--- config.mk ---
export PLATFORM = sky130hd
export DESIGN_NAME = pipe_stall_ctrl
export DESIGN_NICKNAME = d
export VERILOG_FILES = /design/src/rtl/pipe_pkg.sv /design/src/rtl/pipe_stall_ctrl_stall_counter.sv /design/src/rtl/pipe_stall_ctrl.sv
export SDC_FILE = /design/constraint.sdc
export NUM_CORES = 1
export LEC_CHECK = 0
export ABC_AREA = 0
export CAP_MARGIN = 20
export CORE_MARGIN = 2
export CORE_UTILIZATION = 35
export CTS_BUF_LIST = sky130_fd_sc_hd__clkbuf_4 sky130_fd_sc_hd__clkbuf_8
export CTS_CLUSTER_DIAMETER = 150
export CTS_CLUSTER_SIZE = 20
export DETAILED_ROUTE_END_ITERATION = 10
export GPL_ROUTABILITY_DRIVEN = 0
export MAX_ROUTING_LAYER = met4
export PLACE_DENSITY = 0.72
export SLEW_MARGIN = 20
export SYNTH_ARGS = -nofsm -noshare
export SYNTH_HDL_FRONTEND = slang
export SYNTH_HIERARCHICAL = 1
export SYNTH_SLANG_ARGS = --single-unit
--- constraint.sdc ---
create_clock -name clk -period 2.4 [get_ports clk]
set_clock_uncertainty 0.15 [all_clocks]
set_input_delay 0.24 -clock clk [delete_from_list [all_inputs] [get_ports clk]]
set_output_delay 0.24 -clock clk [all_outputs]
set_load 0.005 [all_outputs]
--- src/rtl/pipe_pkg.sv ---
// pipe_pkg: shared state encodings and NOP/bubble constants for the stall controller
package pipe_pkg;
  typedef enum logic [1:0] {
    ST_RUN   = 2'd0,
    ST_STALL = 2'd1,
    ST_FLUSH = 2'd2
  } state_e;
  localparam int NOP_INSTR   = 0;
  localparam int CTRL_BUBBLE = 0;
endpackage

--- src/rtl/pipe_stall_ctrl_stall_counter.sv ---
// stall_counter: saturating consecutive-stall counter with a sticky livelock watchdog
module stall_counter #(
  parameter int STALL_MAX = 15
) (
  input  logic       clk,
  input  logic       rst_n,
  input  logic       stall,
  output logic [3:0] stall_cnt,
  output logic       stall_wdog
);
  logic [3:0] cnt_q, cnt_d;
  logic       wdog_q, wdog_d;
  // count stall cycles up to 15, clear on any non-stall cycle; watchdog latches off the registered count
  always_comb begin
    cnt_d  = stall ? ((cnt_q == 4'hF) ? cnt_q : cnt_q + 4'd1) : 4'd0;
    wdog_d = wdog_q | (32'(cnt_q) == STALL_MAX);
  end
  // counter and watchdog registers
  always_ff @(posedge clk or negedge rst_n) begin
    if (!rst_n) begin
      cnt_q  <= 4'd0;
      wdog_q <= 1'b0;
    end else begin
      cnt_q  <= cnt_d;
      wdog_q <= wdog_d;
    end
  end
  assign stall_cnt  = cnt_q;
  assign stall_wdog = wdog_q;
endmodule

--- src/rtl/pipe_stall_ctrl.sv ---
// pipe_stall_ctrl: PC, IF/ID and ID/EX control owner reacting to hazard-unit stalls and taken branches.
// Optional STALL_STATS_EN adds free-running stall_total / flush_total counters.
module pipe_stall_ctrl
  import pipe_pkg::*;
#(
  parameter int              PC_W      = 32,
  parameter int              INSTR_W   = 32,
  parameter int              CTRL_W    = 9,
  parameter logic [PC_W-1:0] RESET_PC  = '0,
  parameter int              STALL_MAX = 15
) (
  input  logic               clk,
  input  logic               rst_n,
  input  logic               pc_write,
  input  logic               if_id_write,
  input  logic               control_dst,
  input  logic               branch_taken,
  input  logic [PC_W-1:0]    branch_target,
  input  logic [INSTR_W-1:0] imem_instr,
  input  logic [CTRL_W-1:0]  ctrl_in,
  output logic [PC_W-1:0]    pc,
  output logic [PC_W-1:0]    if_id_pc4,
  output logic [INSTR_W-1:0] if_id_instr,
  output logic [CTRL_W-1:0]  id_ex_ctrl,
  output logic [1:0]         state,
  output logic [3:0]         stall_cnt,
  output logic               stall_wdog
`ifdef STALL_STATS_EN
  ,
  output logic [31:0]        stall_total,
  output logic [31:0]        flush_total
`endif
);
  logic               stall, br;
  logic [PC_W-1:0]    pc_q, pc_d, pc4_q, pc4_d, pc_plus4;
  logic [INSTR_W-1:0] instr_q, instr_d;
  logic [CTRL_W-1:0]  ctrl_q, ctrl_d;
  state_e             state_q, state_d;
  assign stall    = ~control_dst;
  assign br       = branch_taken & control_dst;
  assign pc_plus4 = pc_q + PC_W'(4);
  // datapath next-state: branch flush beats the per-register write enables
  always_comb begin
    pc_d    = br ? branch_target : pc_write ? pc_plus4 : pc_q;
    pc4_d   = br ? '0 : if_id_write ? pc_plus4 : pc4_q;
    instr_d = br ? INSTR_W'(NOP_INSTR) : if_id_write ? imem_instr : instr_q;
    ctrl_d  = control_dst ? ctrl_in : CTRL_W'(CTRL_BUBBLE);
  end
  // FSM next state is a pure function of this cycle's hazard inputs, whatever the current state
  always_comb begin
    state_d = stall ? ST_STALL : br ? ST_FLUSH : ST_RUN;
  end
  // pipeline registers and FSM state
  always_ff @(posedge clk or negedge rst_n) begin
    if (!rst_n) begin
      pc_q    <= RESET_PC;
      pc4_q   <= '0;
      instr_q <= INSTR_W'(NOP_INSTR);
      ctrl_q  <= CTRL_W'(CTRL_BUBBLE);
      state_q <= ST_RUN;
    end else begin
      pc_q    <= pc_d;
      pc4_q   <= pc4_d;
      instr_q <= instr_d;
      ctrl_q  <= ctrl_d;
      state_q <= state_d;
    end
  end
  stall_counter #(.STALL_MAX(STALL_MAX)) u_stall_counter (
    .clk       (clk),
    .rst_n     (rst_n),
    .stall     (stall),
    .stall_cnt (stall_cnt),
    .stall_wdog(stall_wdog)
  );
`ifdef STALL_STATS_EN
  logic [31:0] stall_total_q, flush_total_q;
  // wrapping event counters for stall and taken-branch cycles
  always_ff @(posedge clk or negedge rst_n) begin
    if (!rst_n) begin
      stall_total_q <= '0;
      flush_total_q <= '0;
    end else begin
      stall_total_q <= stall_total_q + 32'(stall);
      flush_total_q <= flush_total_q + 32'(br);
    end
  end
  assign stall_total = stall_total_q;
  assign flush_total = flush_total_q;
`endif
  assign pc          = pc_q;
  assign if_id_pc4   = pc4_q;
  assign if_id_instr = instr_q;
  assign id_ex_ctrl  = ctrl_q;
  assign state       = state_q;
endmodule

==> summary.txt, run 1 <==
Synthesis
  – Ys Warns: 6
  – Post-synth EDFFs: 0
  – Area share of the largest cell type after synthesis: 0.5278
  – Asr flop ratio synth: 1.000
  – Largest cells by area after synthesis: dfrtp_1 (53%), mux2i_1 (7.4%), o21ai_0 (5.0%)
  – Netlist cell types: 35
  – Yosys top cell by area: dfrtp_1
  – Synth Cell Area: between 5000 and 6000 um^2
  – Ys flop type: dfrtp_1
  – #FFs+latches synth: ~110
  – Synth Instances: 537
  – Syn Nets: approximately 620
  – Synthesized area per cell: 9.888 um^2
  – Seq/Total Area, Yosys: 0.5278

Route
  – Metal2 WL: 7467 um
  – Max Used Layer: met4
  – Drt total wl: approximately 15,000 um
  – Post-DR vias/cell: 5.110
  – Routed wl met3: roughly 800 um
  – WL/cell: between 15 and 20 um
  – Residual DRC: 0
  – DR iter-0 viols: roughly 360
  – Via count: between 4,000 and 5,000
  – Routed Antenna Nets: 0
  – DRT Pass-1 Iters: 5
  – M1 WL: between 6000 and 7000 um

Floorplan
  – Die area: 16,170 um^2
  – I/O Pins: around 190
  – Initial Util: 0.3532
  – Die height: 127.2 um
  – Rows: 45
  – CORE AREA: 15,030 um^2
  – Die W: between 100 and 150 um

Global route
  – Initial antenna violation count: 0
  – First-pass GRT wire length: 24,360 um
  – Gr ovfl total: 0
  – Pin count of the biggest net entering global routing: 77
  – Total Routing Usage GR: 0.1978
  – Vias in the first global route: 4,707

Layout
  – Antenna cells: 0
  – Area of the multi-input gates: 2318 um^2
  – Register area: ~2800 um^2
  – Most common cell after layout, fill and taps aside: clkdlybuf4s50_1
  – Layout cells sized above 1: 0.06868
  – Fill cell count: around 1,300
  – Area Growth Syn to Fin: 45.57%
  – NumNets Final: 804
  – Most frequent cells in the layout: clkdlybuf4s50_1 (188), dfrtp_1 (112), nor2_1 (59)
  – Final Instance Area: between 7000 and 8000 um^2

CTS
  – H-tree depth: 3
  – Num CTS Buffers: 9
  – # clock sinks: 112
  – Worst skew pair latency: ~400 ps
  – Clock slew seen by the registers of the worst setup and hold paths: roughly 120 ps
  – CTS tree: built
  – CTS root buf: clkbuf_8
  – Longest Clk Path Bufs: 2

Pwr
  – Clock network power share: 0.248
  – Leak Pwr: approximately 3.2 nW
  – Peak VDD IR: 255.2 uV
  – Flop pwr share: 0.492
  – Psw: ~0.0014 W
  – Final Power: between 0.004 and 0.005 W
  – Logic pwr share: 0.260
  – Sw frac: 0.3018
  – Pwr dens: approximately 620 nW/um^2
  – Internal: about 0.0033 W

Setup path
  – Worst EP arrival: around 2400 ps
  – Cell chain of the critical path: ha_1 -> nand3_1 -> nor4_1 -> buf_4 -> nand3_1 -> xor2_1 -> a21oi_1
  – Worst r2r src: pc[2]
  – CP endpoint kind: register
  – Worst Path Buf+Inv: 1
  – Delay-heaviest family, CP: simple AND/OR/NAND/NOR gates
  – Worst Setup SP: pc[2]
  – Crit path capture: if_id_pc4[28]
  – CP Depth: 7
  – Reg2reg path depth: 7
  – CP most frequent cell: nand3_1
  – CP Max Fanout: 8
  – R2R Setup Slk: 200 ps
  – Terminus of the critical flop-to-flop path: if_id_pc4[28]
  – Critical path class: reg2reg
  – Worst EP required: approximately 2600 ps
  – CP max stage delay: 500 ps
  – Type of origin of the critical path: register
  – CP max stage cell: dfrtp_1

Placement
  – Port bufs: 190
  – Final HPWL DP: ~12,000 um
  – DP Area: 7497 um^2
  – Pre-CTS setup slack: roughly 160 ps

STA
  – Max-slew headroom: 0.5708
  – Final worst slack: roughly 200 ps
  – Final Slew Violations: 0
  – Endpoints failing setup: 0
  – Fmax: between 400 and 500 MHz
  – Setup TNS: 0 ps
  – Worst-margin pin slew: 643.8 ps
  – RSZ-0062 raised after global routing: false
  – Hold WS: 187.6 ps
  – Fin crit share: 0.9149
  – Fin. Hold Viols: 0
  – Min Tclk post-route: between 2000 and 2500 ps

Job
  – Max-Cap Viols: 0

Outcome
  – Status: complete, no violations

Worst hold path
  – Min-Delay Path Class: in2reg
==> kinds of logic after synthesis <==
group                    count (synthesis)  share of synthesized area
AND/OR/NAND/NOR                        197                     0.1812
flip-flops                             112                     0.5278
AO/OA/AOI/OAI                           86                    0.08695
XOR/XNOR                                54                    0.08907
buffers and inverters                   47                    0.03676
multiplexers                            39                    0.07351
adder cells (fa/ha/maj)                  2                   0.004712
==> Yosys cell counts, types with 5 or more instances <==
cell type	instances
dfrtp_1	112
nor2_1	59
nand2_1	57
o21ai_0	53
mux2i_1	39
xnor2_1	28
xor2_1	26
a21oi_1	22
clkbuf_1	22
nand3_1	16
nand4_1	16
and2_1	11
buf_2	11
nor3_1	10
inv_1	8
nor4_1	6
and4_1	5
==> cell type report <==
cell class / count / share of cell area
clock inverter: 7 / 0.01004
timing repair buffer: 214 / 0.2771
tap: 188 / 0.03043
sequential: 112 / 0.3626
multi-input combinational: 378 / 0.2999
clock buffer: 9 / 0.01602
inverter: 8 / 0.003885
==> worst reg2reg max path, cell delays in order (launching register included) <==
cell,delay (ps)
dfrtp_1,500
ha_1,270
nand3_1,210
nor4_1,360
buf_4,210
nand3_1,90
xor2_1,170
a21oi_1,160
==> power groups by stage <==
stage | logic (W) | clock network [W] | registers, W
global route | 0.00135 | 0.00129 | 0.00239
finish | 0.00124 | 0.00119 | 0.00235
CTS | 0.00126 | 0.00121 | 0.00235
floorplan | 0.000487 | 0 | 0.00232
detailed placement | 0.00125 | 0 | 0.00239
global placement | 0.00123 | 0 | 0.00237
==> through the flow <==
stage,std cells,utilization
2_1_floorplan,537,-
3_3_place_gp,897,0.4987
3_5_place_dp,897,0.4987
4_1_cts,914,0.5128
5_1_grt,916,0.5142
6_report,916,0.5142
==> routing by layer <==
metal | track usage | up-vias
li1 | - | 2210
met1 | 0.2587 | 2279
met2 | 0.3096 | 164
met3 | 0.03853 | 28
met4 | 0.06981 | 0
met5 | - | -
==> registers in the layout, summed over array words and instances (netlist names) <==
name / count
if_id_instr: 32
if_id_pc4: 32
pc: 32
id_ex_ctrl: 9
u_stall_counter/stall_cnt: 4
state: 2
u_stall_counter/stall_wdog: 1
==> how the worst min path moves through the flow <==
stage                      startpoint  slack (ps)            end  cells after the start
final                     if_id_write         190  if_id_pc4[31]                      2
after global routing      if_id_write         210  if_id_pc4[31]                      2
after CTS                 if_id_write         170  if_id_pc4[31]                      2
after detailed placement        rst_n         170  if_id_pc4[23]                      1
after global placement          rst_n         160  if_id_pc4[23]                      1
after floorplan                 rst_n        -210  id_ex_ctrl[0]                      0
==> timing repair <==
action | 4_1_cts | 5_1_grt
hold buffers | 1 | 0
setup buffers | 0 | 2
gates resized for setup | 0 | 1
endpoints found under the setup margin | 0 | 2
hold endpoints to repair | 46 | 0
Power figures use the tool's default switching activity.
==> inputs of run 2 (changes only) <==
--- a/config.mk
+++ b/config.mk
@@ -13,7 +13,7 @@
 export CTS_CLUSTER_DIAMETER = 150
 export CTS_CLUSTER_SIZE = 20
 export DETAILED_ROUTE_END_ITERATION = 10
-export GPL_ROUTABILITY_DRIVEN = 0
+export GPL_ROUTABILITY_DRIVEN = 1
 export MAX_ROUTING_LAYER = met4
 export PLACE_DENSITY = 0.72
 export SLEW_MARGIN = 20
==> summary.txt, run 2 (synthesis gave the netlist of run 1 again) <==
CTS
  – CTS root buf: clkbuf_8
  – Clock slew seen by the registers of the worst setup and hold paths: roughly 110 ps
  – CTS tree: built
  – Worst skew pair latency: just under 400 ps
  – H-tree depth: 3
  – # clock sinks: between 100 and 150
  – Longest Clk Path Bufs: 2
  – Num CTS Buffers: 9

Pwr
  – Peak VDD IR: 289.4 uV
  – Leak Pwr: 3.163 nW
  – Pwr dens: 616.2 nW/um^2

Placement
  – Port bufs: 190
  – Final HPWL DP: between 10,000 and 15,000 um
  – DP Area: 7502 um^2
  – Gpl congestion: 0.9406

Setup path
  – CP max stage cell: dfrtp_1
  – Worst r2r src: pc[4]
  – CP Max Fanout: 9
  – R2R Setup Slk: 160 ps
  – Reg2reg path depth: 5
  – Critical path class: reg2reg
  – Worst EP required: about 2500 ps
  – Cell chain of the critical path: and4_1 -> nand2_1 -> nor4_1 -> xnor2_1 -> o21ai_0
  – Type of origin of the critical path: register
  – CP endpoint kind: register
  – Worst EP arrival: 2360 ps
  – CP max stage delay: 550 ps
  – Terminus of the critical flop-to-flop path: pc[25]

Floorplan
  – CORE AREA: approximately 15,000 um^2
  – Rows: 45
  – Initial Util: 0.3532
  – Die height: approximately 130 um
  – I/O Pins: between 150 and 200
  – Die W: 127.2 um
  – Die area: 16,170 um^2

Global route
  – Initial antenna violation count: 1
  – Met1 global-route usage: 0.2650
  – Grt met2 use: 0.3106
  – Total Routing Usage GR: 0.1995
  – Vias in the first global route: roughly 4,700
  – First-pass GRT wire length: ~25,000 um
  – Pin count of the biggest net entering global routing: 75
  – Gr ovfl total: 0
  – GR peak layer: met2
  – M3 GR Usage: 0.03643

STA
  – Fin crit share: 0.9325
  – Fmax: approximately 450 MHz
  – Fin. Hold Viols: 0
  – Max-slew headroom: 0.6919
  – RSZ-0062 raised after global routing: false
  – Endpoints failing setup: 0
  – Setup TNS: 0 ps
  – Worst-margin pin slew: 457.9 ps
  – Min Tclk post-route: about 2200 ps
  – Final Slew Violations: 0

Route
  – Via count: approximately 4,600
  – WL/cell: 16.75 um
  – Post-DR vias/cell: around 5.0
  – Drt total wl: 15,390 um
  – DR iter-0 viols: ~310
  – Residual DRC: 0
  – Routed Antenna Nets: 0
  – DRT Pass-1 Iters: 5

Layout
  – Most common cell after layout, fill and taps aside: clkdlybuf4s50_1
  – Final Instance Area: approximately 7700 um^2
  – Layout cells sized above 1: 0.06986
  – Most frequent cells in the layout: clkdlybuf4s50_1 (188), dfrtp_1 (112), nor2_1 (59)
  – Area Growth Syn to Fin: 45.33%
  – Util after Layout: 0.5134
  – NumNets Final: 806
  – Fill cell count: roughly 1,400

Worst hold path
  – Min-Delay Path Class: in2async

Job
  – Max-Cap Viols: 0

Outcome
  – Status: complete, no violations
## run 2: cell types whose count changed in the layout (fill, tap and decap cells not counted), sizes merged
cell      change
clkinv        -2
buf           +2
clkinvlp      +2
diode         +1
## run 2: worst max-delay path by stage
stage	start	to	slack [ps]
floorplan	pc[2]	if_id_pc4[16]	220
global placement	pc[4]	pc[25]	190
detailed placement	pc[4]	pc[25]	230
CTS	pc[4]	pc[25]	180
global route	pc[2]	if_id_pc4[28]	40
finish	pc[4]	pc[25]	160
## run 2: cell type report
cell class                      instances  area (um^2)  share of cell area
Antenna cell                            1        2.502           0.0003243
Clock buffer                            9        123.9             0.01605
Clock inverter                          7        78.83             0.01021
Inverter                                8        30.03            0.003891
Multi-Input combinational cell        378         2312              0.2996
Sequential cell                       112         2803              0.3632
Tap cell                              188        235.2             0.03048
Timing Repair Buffer                  216         2132              0.2763
## run 2: worst max-delay path, delay by kind of cell (launching register included)
kind / cells / cell delay, ps
AO/OA/AOI/OAI: 1 / 90
XOR/XNOR: 1 / 160
flip-flops: 1 / 550
AND/OR/NAND/NOR: 3 / 1170
## run 2: layer usage
layer	routed length, um	up-vias
met3	827	15
met1	6857	2245
met2	7372	150
met4	333	0
li1	-	2214
met5	0	-
## run 2: per-stage QoR
step | worst slack (ps) | hold slack, ps | std cells | total power, W
floorplan | 216.1 | -205.6 | 537 | 0.002806
detailed placement | 225.6 | 77.35 | 901 | 0.003633
global route | 36.17 | 210.8 | 919 | 0.005018
global placement | 191.2 | 80.47 | 901 | 0.003610
CTS | 184.3 | 182.9 | 918 | 0.004804
finish | 162.1 | 183.8 | 919 | 0.004756
## run 2: power by group
| group | total (W) | switching (W) | internal (W) |
|---|---|---|---|
| clock | 0.00116 | 0.000670 | 0.000493 |
| combinational | 0.00125 | 0.000511 | 0.000739 |
| sequential | 0.00234 | 0.000236 | 0.00211 |
| total | 0.00476 | 0.00142 | 0.00334 |
## run 2: repair_timing
item                                   CTS  global route
gates resized for setup                  0             0
setup buffers                            0             0
endpoints found under the hold margin   29             0
hold buffers                             1             0
